[config.mk]
export PLATFORM = sky130hd
export DESIGN_NAME = cu_load_dispatcher
export DESIGN_NICKNAME = d
export VERILOG_FILES = /design/src/rtl/cu_load_dispatcher.sv
export SDC_FILE = /design/constraint.sdc
export NUM_CORES = 1
export LEC_CHECK = 0
export BUFFER_PORTS_ARGS = -buffer_cell sky130_fd_sc_hd__clkbuf_2
export CAP_MARGIN = 10
export CORE_AREA = 2 2 214 216
export CTS_BUF_LIST = sky130_fd_sc_hd__clkbuf_2
export DETAILED_ROUTE_END_ITERATION = 8
export DIE_AREA = 0 0 216 218
export GPL_ROUTABILITY_DRIVEN = 0
export PLACE_DENSITY_LB_ADDON = 0.15
export SYNTH_ARGS = -nofsm -noshare
export SYNTH_HDL_FRONTEND = slang
export SYNTH_SLANG_ARGS = --single-unit
[constraint.sdc]
create_clock -name aclk -period 3.6 [get_ports aclk]
set_input_delay 0.18 -clock aclk [delete_from_list [all_inputs] [get_ports aclk]]
set_output_delay 0.18 -clock aclk [all_outputs]
set_load 0.005 [all_outputs]
[src/rtl/cu_load_dispatcher.sv]
// Load sequencer: takes a load command, issues one burst read, then spreads the returned
// word stream round-robin over the conv-unit weight or kernel buffers.
module cu_load_dispatcher #(
    parameter int unsigned DATA_WIDTH  = 64,
    parameter int unsigned N_CONV_UNIT = 64,
    parameter int unsigned N_KERNEL    = 3,
    parameter int unsigned BURST_WORDS = 16,
    parameter int unsigned B_LEN       = 24,
    parameter int unsigned B_CU        = 6
) (
    input  logic                        aclk,
    input  logic                        aresetn,
    input  logic                        cmd_valid,
    output logic                        cmd_ready,
    input  logic                        cmd_mode,
    input  logic [31:0]                 cmd_addr,
    input  logic [B_LEN-1:0]            cmd_len,
    input  logic [B_CU-1:0]             cmd_cu_first,
    input  logic [1:0]                  cmd_ker_sel,
    input  logic                        pause,
    output logic                        rd_start,
    output logic [31:0]                 rd_addr,
    output logic [31:0]                 rd_nburst,
    input  logic                        rd_idle,
    input  logic [DATA_WIDTH-1:0]       s_axis_tdata,
    input  logic                        s_axis_tvalid,
    output logic                        s_axis_tready,
    output logic [DATA_WIDTH-1:0]       di,
    output logic [N_CONV_UNIT-1:0]      wb_we,
    output logic [N_CONV_UNIT*N_KERNEL-1:0] kb_we,
    output logic                        busy,
    output logic                        done,
    output logic [B_LEN-1:0]            word_cnt
);

    localparam int unsigned KW      = N_CONV_UNIT * N_KERNEL;
    localparam int unsigned LOG2_BW = $clog2(BURST_WORDS);
    localparam logic [B_LEN-1:0] LEN_MASK = ~B_LEN'(BURST_WORDS - 1);

    typedef enum logic [2:0] {
        S_IDLE,
        S_REQ,
        S_STREAM,
        S_PAUSED,
        S_DONE
    } state_e;

    state_e                  state_q, state_d;
    logic                    mode_q, mode_d;
    logic [1:0]              ker_sel_q, ker_sel_d;
    logic [31:0]             rd_addr_q, rd_addr_d;
    logic [31:0]             rd_nburst_q, rd_nburst_d;
    logic [B_LEN-1:0]        len_q, len_d;
    logic [B_CU-1:0]         cu_sel_q, cu_sel_d;
    logic [B_LEN-1:0]        word_cnt_q, word_cnt_d;
    logic [DATA_WIDTH-1:0]   di_q, di_d;
    logic [N_CONV_UNIT-1:0]  wb_we_q, wb_we_d;
    logic [KW-1:0]           kb_we_q, kb_we_d;
    logic                    done_q, done_d;

    logic [B_LEN-1:0]        len_eff;
    logic [31:0]             kidx;
    logic                    beat;

    assign len_eff = cmd_len & LEN_MASK;
    assign kidx    = 32'(cu_sel_q) * N_KERNEL + 32'(ker_sel_q);
    assign beat    = (state_q == S_STREAM) && !pause && s_axis_tvalid;

    assign cmd_ready     = (state_q == S_IDLE);
    assign busy          = (state_q != S_IDLE);
    assign rd_start      = (state_q == S_REQ) && rd_idle;
    assign s_axis_tready = (state_q == S_STREAM) && !pause;
    assign rd_addr       = rd_addr_q;
    assign rd_nburst     = rd_nburst_q;
    assign di            = di_q;
    assign wb_we         = wb_we_q;
    assign kb_we         = kb_we_q;
    assign done          = done_q;
    assign word_cnt      = word_cnt_q;

    always_comb begin
        state_d     = state_q;
        mode_d      = mode_q;
        ker_sel_d   = ker_sel_q;
        rd_addr_d   = rd_addr_q;
        rd_nburst_d = rd_nburst_q;
        len_d       = len_q;
        cu_sel_d    = cu_sel_q;
        word_cnt_d  = word_cnt_q;
        di_d        = di_q;
        wb_we_d     = '0;
        kb_we_d     = '0;

        case (state_q)
            S_IDLE: begin
                if (cmd_valid) begin
                    mode_d      = cmd_mode;
                    ker_sel_d   = cmd_ker_sel;
                    rd_addr_d   = cmd_addr;
                    rd_nburst_d = 32'(len_eff >> LOG2_BW);
                    len_d       = len_eff;
                    cu_sel_d    = cmd_cu_first;
                    word_cnt_d  = '0;
                    state_d     = (len_eff == '0) ? S_DONE : S_REQ;
                end
            end
            S_REQ: begin
                if (rd_idle) state_d = S_STREAM;
            end
            S_STREAM: begin
                if (beat) begin
                    di_d = s_axis_tdata;
                    if (mode_q) kb_we_d = KW'(1) << kidx;
                    else        wb_we_d = N_CONV_UNIT'(1) << cu_sel_q;
                    cu_sel_d   = cu_sel_q + 1'b1;
                    word_cnt_d = word_cnt_q + 1'b1;
                    if (word_cnt_q + 1'b1 == len_q) state_d = S_DONE;
                end else if (pause) begin
                    state_d = S_PAUSED;
                end
            end
            S_PAUSED: begin
                if (!pause) state_d = S_STREAM;
            end
            S_DONE: state_d = S_IDLE;
            default: state_d = S_IDLE;
        endcase

        // done is registered alongside the final write enable so both rise together
        done_d = (state_d == S_DONE);
    end

    always_ff @(posedge aclk) begin
        if (!aresetn) begin
            state_q     <= S_IDLE;
            mode_q      <= 1'b0;
            ker_sel_q   <= '0;
            rd_addr_q   <= '0;
            rd_nburst_q <= '0;
            len_q       <= '0;
            cu_sel_q    <= '0;
            word_cnt_q  <= '0;
            di_q        <= '0;
            wb_we_q     <= '0;
            kb_we_q     <= '0;
            done_q      <= 1'b0;
        end else begin
            state_q     <= state_d;
            mode_q      <= mode_d;
            ker_sel_q   <= ker_sel_d;
            rd_addr_q   <= rd_addr_d;
            rd_nburst_q <= rd_nburst_d;
            len_q       <= len_d;
            cu_sel_q    <= cu_sel_d;
            word_cnt_q  <= word_cnt_d;
            di_q        <= di_d;
            wb_we_q     <= wb_we_d;
            kb_we_q     <= kb_we_d;
            done_q      <= done_d;
        end
    end

endmodule

Word level (Yosys, flattened, before mapping)
Cells that the tools add are included.
{"block": "word_totals", "ff_bits": 409, "out_inout_bits": 413, "word_cells": 54}
{"block": "classes", "addsub": 3, "n_mul": 1, "n_eq_ne": 7, "shift": 2, "n_mux": 14, "n_bitwise": 3, "reduce_logical": 13}
{"operator": "$shl 1x9->192 const A", "count": 1}
{"operator": "$shl 1x6->64 const A", "count": 1}
{"operator": "$mux 24", "count": 2}
{"operator": "$pmux 24 s2", "count": 1}
{"operator": "$add 24x1->24 const B", "count": 1}
{"operator": "$eq 24x24->1", "count": 1}
{"operator": "$logic_not 24->1", "count": 1}
{"operator": "$mux 3", "count": 7}
{"operator": "$mux 6", "count": 2}
{"operator": "$pmux 3 s4", "count": 1}
{"operator": "$pmux 6 s2", "count": 1}
{"operator": "$add 8x2->9", "count": 1}
{"operator": "$mul 6x2->8 const B", "count": 1}
{"operator": "$add 6x1->6 const B", "count": 1}
{"operator": "$eq 3x2->1 const B", "count": 2}
{"operator": "$ne 2x2->1 const B", "count": 2}
{"operator": "$reduce_and 2->1", "count": 2}
{"operator": "$reduce_and 4->1", "count": 1}
{"operator": "$reduce_or 4->1", "count": 1}
{"operator": "$eq 3x1->1 const B", "count": 1}
{"operator": "$eq 3x3->1 const B", "count": 1}
{"operator": "$logic_and 1x1->1", "count": 3}
{"operator": "$logic_not 3->1", "count": 1}
{"operator": "$not 1->1", "count": 3}
{"operator": "4 further kinds", "count": 4}

Longest topological paths before layout
Gate-level depths: netlist of the first run.
{"block": "depth", "depth_word": 6, "ltp_mapped": 11}

Worst setup path after synthesis of the first run
OpenSTA, ideal clock, no wires.
{"block": "synth_path", "path_kind": "flip-flop to flip-flop", "start": "reg cu_sel_q[0]", "end": "reg kb_we_q[188] (netlist: kb_we[188])", "setup_time_ps": 67, "t_arrival_ps": 3224, "t_required_ps": 3533, "setup_slack_ps": 309, "path_stages_with_launch": 12, "n_path_buf": 1, "cell_sequence": "dfxtp_1 > fa_1 > ha_1 > fa_1 > a21o_1 > a21oi_1 > xnor2_1 > and2_0 > nand2_1 > or3_1 > clkbuf_1 > nor2_1"}
{"block": "synth_between", "elab_chain_cells": 3}
{"item": "from (decl)", "line": "54", "source": "logic [B_CU-1:0] cu_sel_q, cu_sel_d;"}
{"item": "from (signal assigned)", "line": "154", "source": "cu_sel_q <= cu_sel_d;"}
{"item": "$mul 6x2->8", "line": "66", "source": "assign kidx = 32'(cu_sel_q) * N_KERNEL + 32'(ker_sel_q);"}
{"item": "$add 8x2->9", "line": "66"}
{"item": "$shl 1x9->192", "line": "113", "source": "if (mode_q) kb_we_d = KW'(1) << kidx;"}
{"item": "to (signal assigned)", "line": "158", "source": "kb_we_q <= kb_we_d;"}
{"item": "to (decl)", "line": "58", "source": "logic [KW-1:0] kb_we_q, kb_we_d;"}
Every way passes these cells.
A chain may end at the register's enable or synchronous reset.

Worst setup path in the final report of the first run
{"block": "layout_path", "start": "reg state_q[2]", "end": "reg di_q[22] (netlist: di[22])"}
{"block": "layout_between", "elab_chain_cells": 4}
{"item": "from (decl)", "line": "48", "source": "state_e state_q, state_d;"}
{"item": "from (signal assigned)", "line": "148", "source": "state_q <= state_d;"}
{"item": "$eq 3x2->1 (*)", "line": "67, 94"}
{"item": "$logic_and 1x1->1 (2 in a row)", "line": "67", "source": "assign beat = (state_q == S_STREAM) && !pause && s_axis_tvalid;"}
{"item": "$reduce_and 2->1 (no line) (*)"}
{"item": "to (signal assigned)", "line": "156", "source": "di_q <= di_d;"}
{"item": "to (decl)", "line": "56", "source": "logic [DATA_WIDTH-1:0] di_q, di_d;"}
Mark *: on every way between the ends. The rest lies on a longest branch, timed or not.

==> results of run 1 <==
[synth_stat cells, types with 8 or more instances]
cell                       instances  area (um2)
sky130_fd_sc_hd__dfxtp_1         409        8190
sky130_fd_sc_hd__nand2_1         297        1110
sky130_fd_sc_hd__nor2_1          279        1050
sky130_fd_sc_hd__a21boi_0        126         946
sky130_fd_sc_hd__clkbuf_1         74         278
sky130_fd_sc_hd__a21oi_1          35         175
sky130_fd_sc_hd__xnor2_1          28         245
sky130_fd_sc_hd__o21ai_0          27         135
sky130_fd_sc_hd__nand3_1          22         110
sky130_fd_sc_hd__nand4_1          19         119
sky130_fd_sc_hd__ha_1             18         225
sky130_fd_sc_hd__nor3_1           18        90.1
sky130_fd_sc_hd__buf_4            15         113
sky130_fd_sc_hd__or3_1            15        93.8
sky130_fd_sc_hd__nor2b_1          14        87.6
sky130_fd_sc_hd__nor4_1           13        81.3
sky130_fd_sc_hd__inv_1            11        41.3
sky130_fd_sc_hd__and2_1           10        62.6
sky130_fd_sc_hd__xor2_1           10        87.6
sky130_fd_sc_hd__nand4b_1          9        78.8
sky130_fd_sc_hd__buf_1             8        30.0
[worst min-delay path: cells and delay by family]
family | cells | cell delay [ns]
AOI/OAI and AO/OA | 2 | 0.21
and+or+nand+nor | 1 | 0.06
buffers and inverters | 3 | 0.91
[report_power, final]
part / leakage (nW) / switching (mW) / internal (mW)
Clock: 0.730 / 2.01 / 1.28
Combinational: 6.25 / 0.553 / 0.606
Sequential: 3.30 / 0.0576 / 4.58
[routing by layer]
layer  track usage  up-vias
met3        0.0711      143
met5             0        -
li1              -     7207
met1         0.249     6979
met2         0.404      565
met4         0.116        6
[worst max-delay path by stage]
stage	endpoint	slack, ns	cells after the start
floorplan	kb_we[188]	0.31	11
global placement	kb_we[80]	0.23	10
detailed placement	kb_we[103]	0.18	10
CTS	cu_sel_q[3]	0.02	10
global route	kb_we[51]	0.03	9
finish	di[22]	0.28	9
[registers in the layout, indices dropped and copies added (netlist names)]
register	count
kb_we	192
done	1
ker_sel_q	2
cu_sel_q	6
di	64
word_cnt	24
rd_addr	32
mode_q	1
wb_we	64
state_q	3
len_q	20
[final cells by class]
type / instances / area (um2)
Clock inverter: 36 / 226
Tap cell: 600 / 751
Inverter: 11 / 41.3
Timing Repair Buffer: 1082 / 8090
Clock buffer: 148 / 741
Fill cell: 4117 / 21600
Multi-Input combinational cell: 1009 / 5260
Sequential cell: 409 / 8190
Antenna cell: 4 / 10.0
[cell families after synthesis]
family | after synthesis | synth area share
AND/OR/NAND/NOR | 719 | 0.222
flip-flops | 409 | 0.591
AO/OA/AOI/OAI | 218 | 0.108
buffers and inverters | 111 | 0.0344
XOR/XNOR | 38 | 0.0240
adder cells (fa/ha/maj) | 20 | 0.0191
multiplexers | 2 | 0.00153
other | 1 | 0.000270
[per-stage QoR]
step | area [um2] | instances | utilization | setup slack [ns]
final | 23300 | 3299 | 0.519 | 0.280
after global routing | 23300 | 3298 | 0.519 | 0.0267
after CTS | 23200 | 3283 | 0.517 | 0.0175
after detailed placement | 17100 | 2590 | 0.381 | 0.175
after global placement | 17100 | 2590 | 0.381 | 0.227
after floorplan | 13900 | 1529 | - | 0.309
[repair_timing]
action	CTS	global route
setup endpoints to repair	0	147
setup buffers	0	12
endpoints found under the hold margin	188	0
gates resized for setup	0	8
hold buffers	509	0
==> results_tabular.tex, run 1 <==
\begin{tabular}{lr}
\hline
Metric & Value \\
\hline
\multicolumn{2}{l}{\textbf{Run status}} \\
Status & finished, final reports clean \\
\multicolumn{2}{l}{\textbf{Critical path}} \\
Launch instance of the worst register-to-register path & state\_q[2] \\
Critical path required time & 4.66 ns \\
Maximum fanout along the worst path & 60 \\
Worst reg2reg path endpoint & di[22] \\
Reg2reg path depth & 9 \\
FF-to-FF setup slack & 0.28 ns \\
Critical path buffer and inverter count & 4 \\
Cell class contributing the biggest share of worst-path delay & buffers and inverters \\
Slowest CP cell & sky130\_fd\_sc\_hd\_\_dlygate4sd3\_1 \\
Type of the setup path with the least slack & reg -> reg \\
Most frequent CP cell & sky130\_fd\_sc\_hd\_\_dlygate4sd3\_1 \\
CP cell instances & nor2\_2, nand2\_2, nor3b\_2, buf\_4, clkbuf\_8, nand2\_1, dlygate4sd3\_1, a21boi\_0, dlygate4sd3\_1 \\
Crit path largest cell delay & 0.64 ns \\
Type of destination of the critical path & flop \\
Category of the worst setup path launch point & flop \\
Worst setup path start & state\_q[2] \\
Data arrival time of the worst path & 4.38 ns \\
\multicolumn{2}{l}{\textbf{Clock network}} \\
Total number of clock tree sinks & 409 \\
Number of levels in the clock H-tree & 3 \\
CTS tree & done \\
CTS buffer count & 106 \\
Max Buffers Root-to-Sink & 3 \\
Insertion delay of the later-clocked pin in the worst-skew pair & 1.13 ns \\
CTS root buffer & sky130\_fd\_sc\_hd\_\_clkbuf\_2 \\
Reg clk slew, reported paths & 0.10 ns \\
\multicolumn{2}{l}{\textbf{Final layout}} \\
Area added between synthesis and finish & 68.2\% \\
Total Nets Final & 2774 \\
Share of post-route cells with drive strength above 1 & 0.278 \\
Commonest non-fill, non-tap cells in the layout & 678 x sky130\_fd\_sc\_hd\_\_clkbuf\_2, 509 x sky130\_fd\_sc\_hd\_\_dlygate4sd3\_1, 408 x sky130\_fd\_sc\_hd\_\_dfxtp\_1 \\
Most common cell after layout, fill and taps aside & sky130\_fd\_sc\_hd\_\_clkbuf\_2 \\
\multicolumn{2}{l}{\textbf{Min path}} \\
Hold\_sp & pause \\
Cell depth of the worst min-delay path & 6 \\
Worst min-delay path class & in -> reg \\
Sink of the worst hold path & word\_cnt[5] \\
\multicolumn{2}{l}{\textbf{Routing}} \\
Drt first pass iters & 5 \\
Avg Vias per Cell & 4.52 \\
Top routing layer in use & met5 \\
Drt first-iter violations & 771 \\
Routed wire length & 55600 um \\
Remaining DRCs & 0 \\
Routed wl met2 & 28100 um \\
Number of nets with antenna violations after detailed routing & 0 \\
Routed wire length on met3 & 3990 um \\
Wire per inst & 16.9 um \\
Vias post-DR & 14900 \\
Met1 Routed Length & 21500 um \\
\multicolumn{2}{l}{\textbf{Die}} \\
Floorplan die height & 218 um \\
Floorplan die area & 47100 um2 \\
IO Pins & 548 \\
Initial standard-cell utilization of the core & 0.309 \\
Area of the core & 44900 um2 \\
Horizontal die dimension & 216 um \\
Num rows & 78 \\
\multicolumn{2}{l}{\textbf{Logic synthesis}} \\
Post-synth ARST share & 0 \\
Total number of yosys warnings & 0 \\
Number of cells produced by synthesis & 1518 \\
Mapped cell area & 13900 um2 \\
Sequential element share of the synthesized area & 0.591 \\
Post-synth EDFFs & 0 \\
Avg Inst Size Synth & 9.13 um2 \\
Post-synthesis sequential element count & 409 \\
Count of cell types in the netlist & 54 \\
Predominant post-synthesis flop cell & sky130\_fd\_sc\_hd\_\_dfxtp\_1 \\
\multicolumn{2}{l}{\textbf{Timing}} \\
Time the final worst path needs with I/O delays and setup & 3.32 ns \\
Worst relative slew slack & 0.469 \\
Fin Setup TNS & 0 ns \\
Worst Hold Slack & 0.274 ns \\
Final Hold Viols & 0 \\
Setup clock skew after layout & 0.0910 ns \\
Actual transition at the worst max-transition pin & 0.795 ns \\
Count of final setup violators & 0 \\
Total count of max-transition violations in the final report & 0 \\
Tcrit/Tclk final & 0.922 \\
Setup repair after global routing missed its margin & false \\
Maximum clock frequency & 301 MHz \\
\multicolumn{2}{l}{\textbf{Run}} \\
Max-Cap Viols & 0 \\
\multicolumn{2}{l}{\textbf{GRT}} \\
Largest net degree at the start of global routing & 87 \\
Wire length of the first global-routing pass & 84500 um \\
Vias in the first global route & 15388 \\
Total overflow reported by the global router & 0 \\
Number of antenna violations at the first check in global routing & 7 \\
All-layer global routing usage & 0.229 \\
\multicolumn{2}{l}{\textbf{Place}} \\
Total of buffers placed on input and output ports & 531 \\
Detailed Place HPWL & 34000 um \\
\multicolumn{2}{l}{\textbf{Pwr}} \\
Sum of internal, switching and leakage power & 9.09 mW \\
Power density relative to cell area & 390 nW/um2 \\
Static Leakage & 10.3 nW \\
Worst vdd rail ir drop & 191 uV \\
\hline
\end{tabular}
Power figures use the tool's default switching activity.
==> run 2, diff against run 1 <==
--- a/config.mk
+++ b/config.mk
@@ -7,10 +7,10 @@
 export LEC_CHECK = 0
 export BUFFER_PORTS_ARGS = -buffer_cell sky130_fd_sc_hd__clkbuf_2
 export CAP_MARGIN = 10
-export CORE_AREA = 2 2 214 216
+export CORE_AREA = 2 2 215 217
 export CTS_BUF_LIST = sky130_fd_sc_hd__clkbuf_2
 export DETAILED_ROUTE_END_ITERATION = 8
-export DIE_AREA = 0 0 216 218
+export DIE_AREA = 0 0 217 219
 export GPL_ROUTABILITY_DRIVEN = 0
 export PLACE_DENSITY_LB_ADDON = 0.15
 export SYNTH_ARGS = -nofsm -noshare
==> run 2 against run 1 <==
Effect of this change: maximum frequency fell by 1.9%; critical path type unchanged; cell count fell by 0.24%; cell area fell by 0.48%; clock power fell by 3%; clock skew rose by 0.030 ns; via count barely moved; largest cell class unchanged; first-iteration DRC count fell by 9.6%; combinational power barely moved; sequential share of layout area rose by 0.17 points; die area rose by 0.92%; count of clock-buffer cells in the layout did not move; non-clock buffer count fell by 10.
==> results_tabular.tex, run 2 (synthesis results as in run 1) <==
\begin{tabular}{lr}
\hline
Metric & Value \\
\hline
\multicolumn{2}{l}{\textbf{Timing}} \\
Total count of max-transition violations in the final report & 0 \\
Setup clock skew after layout & 0.121 ns \\
Count of final setup violators & 0 \\
Final Hold Viols & 0 \\
Worst relative slew slack & 0.486 \\
Actual transition at the worst max-transition pin & 0.770 ns \\
Maximum clock frequency & 296 MHz \\
Setup repair after global routing missed its margin & true \\
Tcrit/Tclk final & 0.940 \\
Time the final worst path needs with I/O delays and setup & 3.38 ns \\
\multicolumn{2}{l}{\textbf{Final layout}} \\
Footprint of the flip-flops and latches & 8190 um2 \\
Most common cell after layout, fill and taps aside & sky130\_fd\_sc\_hd\_\_clkbuf\_2 \\
Total Nets Final & 2764 \\
Count of non-filler cells in the finished layout & 3291 \\
Max FFs per register & 192 \\
Design area & 23200 um2 \\
Area added between synthesis and finish & 67.4\% \\
Share of post-route cells with drive strength above 1 & 0.275 \\
Fill cell instance count of the final layout & 4159 \\
Total area of multi-input combinational cells & 5280 um2 \\
Commonest non-fill, non-tap cells in the layout & 678 x sky130\_fd\_sc\_hd\_\_clkbuf\_2, 504 x sky130\_fd\_sc\_hd\_\_dlygate4sd3\_1, 409 x sky130\_fd\_sc\_hd\_\_dfxtp\_1 \\
\multicolumn{2}{l}{\textbf{Routing}} \\
Vias post-DR & 14905 \\
Wire per inst & 17.1 um \\
Drt first pass iters & 5 \\
Drt first-iter violations & 697 \\
Avg Vias per Cell & 4.53 \\
Routed wire length & 56200 um \\
Remaining DRCs & 0 \\
Number of nets with antenna violations after detailed routing & 0 \\
\multicolumn{2}{l}{\textbf{Clock network}} \\
Total number of clock tree sinks & 409 \\
Insertion delay of the later-clocked pin in the worst-skew pair & 1.16 ns \\
Reg clk slew, reported paths & 0.10 ns \\
Number of levels in the clock H-tree & 3 \\
CTS root buffer & sky130\_fd\_sc\_hd\_\_clkbuf\_2 \\
CTS buffer count & 106 \\
CTS tree & done \\
Max Buffers Root-to-Sink & 3 \\
\multicolumn{2}{l}{\textbf{Critical path}} \\
FF-to-FF setup slack & 0.22 ns \\
Critical path required time & 4.56 ns \\
Reg2reg path depth & 10 \\
Maximum fanout along the worst path & 8 \\
Category of the worst setup path launch point & flop \\
Type of the setup path with the least slack & reg -> reg \\
Slowest CP cell & sky130\_fd\_sc\_hd\_\_dlygate4sd3\_1 \\
CP cell instances & ha\_1, nand3\_1, buf\_4, o21a\_1, o22a\_1, nor4\_1, nand4b\_1, o31ai\_1, a21oi\_1, dlygate4sd3\_1 \\
Launch instance of the worst register-to-register path & word\_cnt[0] \\
Type of destination of the critical path & flop \\
Crit path largest cell delay & 0.55 ns \\
Data arrival time of the worst path & 4.35 ns \\
Worst reg2reg path endpoint & state\_q[1] \\
\multicolumn{2}{l}{\textbf{GRT}} \\
Wire length of the first global-routing pass & 85300 um \\
Vias in the first global route & 15422 \\
Number of antenna violations at the first check in global routing & 8 \\
Total overflow reported by the global router & 0 \\
Largest net degree at the start of global routing & 80 \\
All-layer global routing usage & 0.231 \\
\multicolumn{2}{l}{\textbf{Die}} \\
Floorplan die area & 47500 um2 \\
Initial standard-cell utilization of the core & 0.307 \\
Floorplan die height & 219 um \\
IO Pins & 548 \\
Area of the core & 45100 um2 \\
Horizontal die dimension & 217 um \\
Num rows & 78 \\
\multicolumn{2}{l}{\textbf{Pwr}} \\
Static Leakage & 10.2 nW \\
Power density relative to cell area & 387 nW/um2 \\
Worst vdd rail ir drop & 226 uV \\
\multicolumn{2}{l}{\textbf{Min path}} \\
Hold\_sp & aresetn \\
Sink of the worst hold path & wb\_we[27] \\
Cell depth of the worst min-delay path & 6 \\
Worst min-delay path class & in -> reg \\
\multicolumn{2}{l}{\textbf{Place}} \\
Detailed Place HPWL & 34300 um \\
Placed Instances & 2590 \\
Post-detailed-placement cell area & 17100 um2 \\
Total of buffers placed on input and output ports & 531 \\
\multicolumn{2}{l}{\textbf{Run}} \\
Max-Cap Viols & 0 \\
\multicolumn{2}{l}{\textbf{Run status}} \\
Status & finished, final reports clean \\
\hline
\end{tabular}
==> run 2: changes by cell type in the layout (fill, tap and decap cells not counted), moves of 2 or more <==
cell / change
sky130_fd_sc_hd__dlygate4sd3_1: -5
sky130_fd_sc_hd__diode_2: +4
sky130_fd_sc_hd__buf_4: -3
sky130_fd_sc_hd__clkinv_2: -2
sky130_fd_sc_hd__nand2_1: +2
sky130_fd_sc_hd__nand2_2: -2
==> run 2: cell type report <==
| type | instances | share of cell area |
|---|---|---|
| Tap cell | 600 | 0.0324 |
| Sequential cell | 409 | 0.353 |
| Clock inverter | 34 | 0.00825 |
| Inverter | 11 | 0.00178 |
| Timing Repair Buffer | 1072 | 0.345 |
| Antenna cell | 8 | 0.000863 |
| Multi-Input combinational cell | 1009 | 0.227 |
| Clock buffer | 148 | 0.0319 |
==> run 2: repair_timing <==
action,CTS,global route
setup endpoints to repair,0,92
hold buffers,504,0
buffers inserted,0,7
hold endpoints to repair,301,0
gates resized for setup,0,4
==> run 2: worst max-delay path: cells and delay by family (launching register included) <==
| family | cells | cell delay (ns) |
|---|---|---|
| buffers and inverters | 2 | 0.83 |
| adders and majority gates | 1 | 0.29 |
| DFF | 1 | 0.47 |
| AOI/OAI and AO/OA | 4 | 0.70 |
| and+or+nand+nor | 3 | 0.92 |
==> run 2: per-stage QoR <==
| stage | util | setup TNS, ns | worst slack, ns | power (mW) | hold slack [ns] |
|---|---|---|---|---|---|
| global placement | 0.380 | 0 | 0.234 | 5.47 | 0.414 |
| finish | 0.515 | 0 | 0.217 | 8.99 | 0.188 |
| CTS | 0.512 | 0 | 0.140 | 9.05 | 0.00199 |
| floorplan | - | 0 | 0.309 | 5.14 | 0.325 |
| detailed placement | 0.380 | 0 | 0.228 | 5.48 | 0.422 |
| global route | 0.515 | -0.00451 | -0.00451 | 9.47 | 0.133 |
==> run 2: worst max path at each step <==
| stage | startpoint | endpoint | slack, ns | depth (start not counted) |
|---|---|---|---|---|
| 6_report | word_cnt[0] | state_q[1] | 0.22 | 10 |
| 5_1_grt | ker_sel_q[1] | kb_we[111] | -0.005 | 10 |
| 4_1_cts | ker_sel_q[1] | kb_we[123] | 0.14 | 9 |
| 3_5_place_dp | ker_sel_q[1] | kb_we[123] | 0.23 | 9 |
| 3_3_place_gp | ker_sel_q[1] | kb_we[83] | 0.23 | 9 |
| 2_1_floorplan | cu_sel_q[0] | kb_we[188] | 0.31 | 11 |
==> run 2: layer usage <==
layer	vias up	wire length, um	track usage
met4	4	2510	0.119
met3	161	3810	0.0664
met2	564	28200	0.406
met1	6998	21600	0.253
li1	7178	-	-
met5	-	26	0
==> run 2: power by group <==
group | switching, mW | internal, mW | leakage [nW]
Sequential | 0.0556 | 4.58 | 3.30
Combinational | 0.564 | 0.610 | 6.21
Clock | 1.97 | 1.21 | 0.707
Total | 2.59 | 6.40 | 10.2
==> run 3, diff against run 2 <==
--- a/config.mk
+++ b/config.mk
@@ -5,8 +5,8 @@
 export SDC_FILE = /design/constraint.sdc
 export NUM_CORES = 1
 export LEC_CHECK = 0
+export ABC_AREA = 1
 export BUFFER_PORTS_ARGS = -buffer_cell sky130_fd_sc_hd__clkbuf_2
-export CAP_MARGIN = 10
 export CORE_AREA = 2 2 215 217
 export CTS_BUF_LIST = sky130_fd_sc_hd__clkbuf_2
 export DETAILED_ROUTE_END_ITERATION = 8
==> run 3 against run 2 <==
Effect of this change: combinational power rose by 32%; highest routed layer unchanged; hold slack got worse by 0.0050 ns; utilization fell by 0.55 points; critical path type unchanged; total power rose by 5.7%; largest cell class unchanged; cell count rose by 3.6%; count of clock-buffer cells in the layout rose by 5; maximum frequency rose by 4.2%; register-to-register slack improved by 0.14 ns; clock skew fell by 0.049 ns.
==> results_tabular.tex, run 3 <==
\begin{tabular}{lr}
\hline
Metric & Value \\
\hline
\multicolumn{2}{l}{\textbf{Die}} \\
Initial standard-cell utilization of the core & 0.326 \\
Horizontal die dimension & 217 um \\
Area of the core & 45100 um2 \\
Floorplan die area & 47500 um2 \\
IO Pins & 548 \\
Num rows & 78 \\
Floorplan die height & 219 um \\
\multicolumn{2}{l}{\textbf{Clock network}} \\
CTS buffer count & 105 \\
Setup Buffers After CTS & 0 \\
CTS tree & done \\
Max Buffers Root-to-Sink & 3 \\
Total number of clock tree sinks & 409 \\
CTS root buffer & sky130\_fd\_sc\_hd\_\_clkbuf\_2 \\
Post-CTS resize count & 0 \\
Quantity of hold-fixing buffers added after cts & 401 \\
Number of levels in the clock H-tree & 3 \\
Insertion delay of the later-clocked pin in the worst-skew pair & 1.09 ns \\
Reg clk slew, reported paths & 0.11 ns \\
\multicolumn{2}{l}{\textbf{Final layout}} \\
Most common cell after layout, fill and taps aside & sky130\_fd\_sc\_hd\_\_clkbuf\_2 \\
Share of post-route cells with drive strength above 1 & 0.294 \\
Total area of multi-input combinational cells & 5640 um2 \\
Count of non-filler cells in the finished layout & 3409 \\
Final standard cell utilization of the core & 0.509 \\
Area added between synthesis and finish & 56.0\% \\
Commonest non-fill, non-tap cells in the layout & 684 x sky130\_fd\_sc\_hd\_\_clkbuf\_2, 412 x sky130\_fd\_sc\_hd\_\_nand2\_1, 409 x sky130\_fd\_sc\_hd\_\_dfxtp\_1 \\
Total Nets Final & 2887 \\
Max FFs per register & 192 \\
Footprint of the flip-flops and latches & 8190 um2 \\
Fill cell instance count of the final layout & 4296 \\
\multicolumn{2}{l}{\textbf{Routing}} \\
Number of nets with antenna violations after detailed routing & 0 \\
Drt first-iter violations & 874 \\
Routed wire length & 58300 um \\
Drt first pass iters & 5 \\
Avg Vias per Cell & 4.70 \\
Remaining DRCs & 0 \\
Vias post-DR & 16020 \\
Wire per inst & 17.1 um \\
\multicolumn{2}{l}{\textbf{Critical path}} \\
Category of the worst setup path launch point & flop \\
Type of the setup path with the least slack & reg -> reg \\
Data arrival time of the worst path & 4.27 ns \\
Crit path largest cell delay & 0.68 ns \\
Slowest CP cell & sky130\_fd\_sc\_hd\_\_nor2\_1 \\
Maximum fanout along the worst path & 6 \\
CP cell instances & fa\_1, ha\_1, fa\_1, inv\_1, nor3\_1, inv\_1, nor2\_1, nand2\_1, nor3\_2 \\
Critical path required time & 4.63 ns \\
Type of destination of the critical path & flop \\
\multicolumn{2}{l}{\textbf{GRT}} \\
Vias in the first global route & 16135 \\
Wire length of the first global-routing pass & 88400 um \\
Total overflow reported by the global router & 0 \\
Largest net degree at the start of global routing & 89 \\
All-layer global routing usage & 0.239 \\
Number of antenna violations at the first check in global routing & 2 \\
\multicolumn{2}{l}{\textbf{Timing}} \\
Total count of max-transition violations in the final report & 0 \\
Fin Setup TNS & 0 ns \\
Count of final setup violators & 0 \\
Actual transition at the worst max-transition pin & 1.15 ns \\
Worst Hold Slack & 0.183 ns \\
Setup repair after global routing missed its margin & false \\
Time the final worst path needs with I/O delays and setup & 3.25 ns \\
Final Hold Viols & 0 \\
Setup clock skew after layout & 0.0713 ns \\
Tcrit/Tclk final & 0.902 \\
Maximum clock frequency & 308 MHz \\
Worst relative slew slack & 0.229 \\
\multicolumn{2}{l}{\textbf{Min path}} \\
Worst min-delay path class & in -> reg \\
\multicolumn{2}{l}{\textbf{Logic synthesis}} \\
Cells taking the most area after synthesis & sky130\_fd\_sc\_hd\_\_dfxtp\_1 56\%, sky130\_fd\_sc\_hd\_\_nand2\_1 11\%, sky130\_fd\_sc\_hd\_\_nor2\_1 6.4\% \\
Post-synth ARST share & 0 \\
Ranking of synthesized cells by instance count & 418 x sky130\_fd\_sc\_hd\_\_nand2\_1, 409 x sky130\_fd\_sc\_hd\_\_dfxtp\_1, 249 x sky130\_fd\_sc\_hd\_\_nor2\_1 \\
Count of cell types in the netlist & 35 \\
Number of cells produced by synthesis & 1769 \\
Sequential element share of the synthesized area & 0.557 \\
Post-synth EDFFs & 0 \\
Portion of synthesized cell area occupied by the leading cell type & 0.557 \\
Most frequent cell after synthesis & sky130\_fd\_sc\_hd\_\_nand2\_1 \\
Mapped cell area & 14700 um2 \\
Total number of yosys warnings & 0 \\
Predominant post-synthesis flop cell & sky130\_fd\_sc\_hd\_\_dfxtp\_1 \\
Post-synthesis sequential element count & 409 \\
Avg Inst Size Synth & 8.31 um2 \\
Cell type with the largest total area after synthesis & sky130\_fd\_sc\_hd\_\_dfxtp\_1 \\
\multicolumn{2}{l}{\textbf{Run status}} \\
Status & finished, final reports clean \\
\multicolumn{2}{l}{\textbf{Place}} \\
Detailed Place HPWL & 36600 um \\
Placed Instances & 2824 \\
Total of buffers placed on input and output ports & 531 \\
\multicolumn{2}{l}{\textbf{Pwr}} \\
Sum of internal, switching and leakage power & 9.50 mW \\
Power density relative to cell area & 414 nW/um2 \\
Worst vdd rail ir drop & 225 uV \\
Static Leakage & 10.3 nW \\
\multicolumn{2}{l}{\textbf{Run}} \\
Max-Cap Viols & 0 \\
\hline
\end{tabular}
-- run 3: changes by cell type after synthesis, sizes merged, moves of 14 or more --
cell,previous run,this run
a21boi,126,0
nand2,297,420
a21oi,35,150
inv,11,97
nand4,20,97
nor3,18,73
nand3,22,61
buf,26,62
xnor2,28,1
nor2,279,256
or3,15,0
nor2b,14,0
-- run 3: worst max-delay path: cells and delay by family (launching register included) --
kind,cells,cell delay (ns)
fa+ha+maj,3,1.31
buf+inv,2,0.19
flops,1,0.47
simple gates,4,1.27
-- run 3: cell families (layout without fill, tap and decap cells) --
| family | after synthesis | in the layout | share of synthesized area |
|---|---|---|---|
| simple gates | 919 | 919 | 0.288 |
| xor+xnor | 7 | 7 | 0.00510 |
| compound gates | 188 | 188 | 0.0662 |
| flops | 409 | 409 | 0.557 |
| fa+ha+maj | 20 | 20 | 0.0180 |
| other cells | 1 | 14 | 0.000255 |
| buf+inv | 225 | 1252 | 0.0654 |
-- run 3: path summary, 6_finish.rpt --
kind	start	endpoint	slack, ns	cells after the start
max reg2reg	cu_sel_q[1]	kb_we[94]	0.35	9
min reg2reg	word_cnt[1]	word_cnt[1]	0.52	2
max	cu_sel_q[1]	kb_we[94]	0.35	9
min	cmd_len[23]	done	0.18	6
-- run 3: power by group --
part,internal (mW),switching [mW],total [mW]
sequential,4.59,0.0559,4.65
combinational,0.596,0.949,1.55
clock,1.36,1.95,3.31
-- run 3: final cells by class --
type,instances,area share
Antenna cell,2,0.000218
Clock buffer,153,0.0334
Clock inverter,29,0.00932
Inverter,98,0.0161
Multi-Input combinational cell,1146,0.246
Sequential cell,409,0.357
Tap cell,600,0.0327
Timing Repair Buffer,972,0.306
-- run 3: metal layers --
metal | vias to the layer above | wire length, um | global-route usage
li1 | 7702 | - | -
met1 | 7507 | 22600 | 0.266
met2 | 653 | 28800 | 0.410
met3 | 156 | 4260 | 0.0672
met4 | 2 | 2690 | 0.134
met5 | - | 11 | 0
-- run 3: stage by stage --
stage                     worst slack, ns  cell area, um2
final                               0.353           23000
after global routing                0.126           22900
after floorplan                     0.718           14800
after detailed placement            0.313           18000
after global placement              0.330           18000
after CTS                           0.355           22900
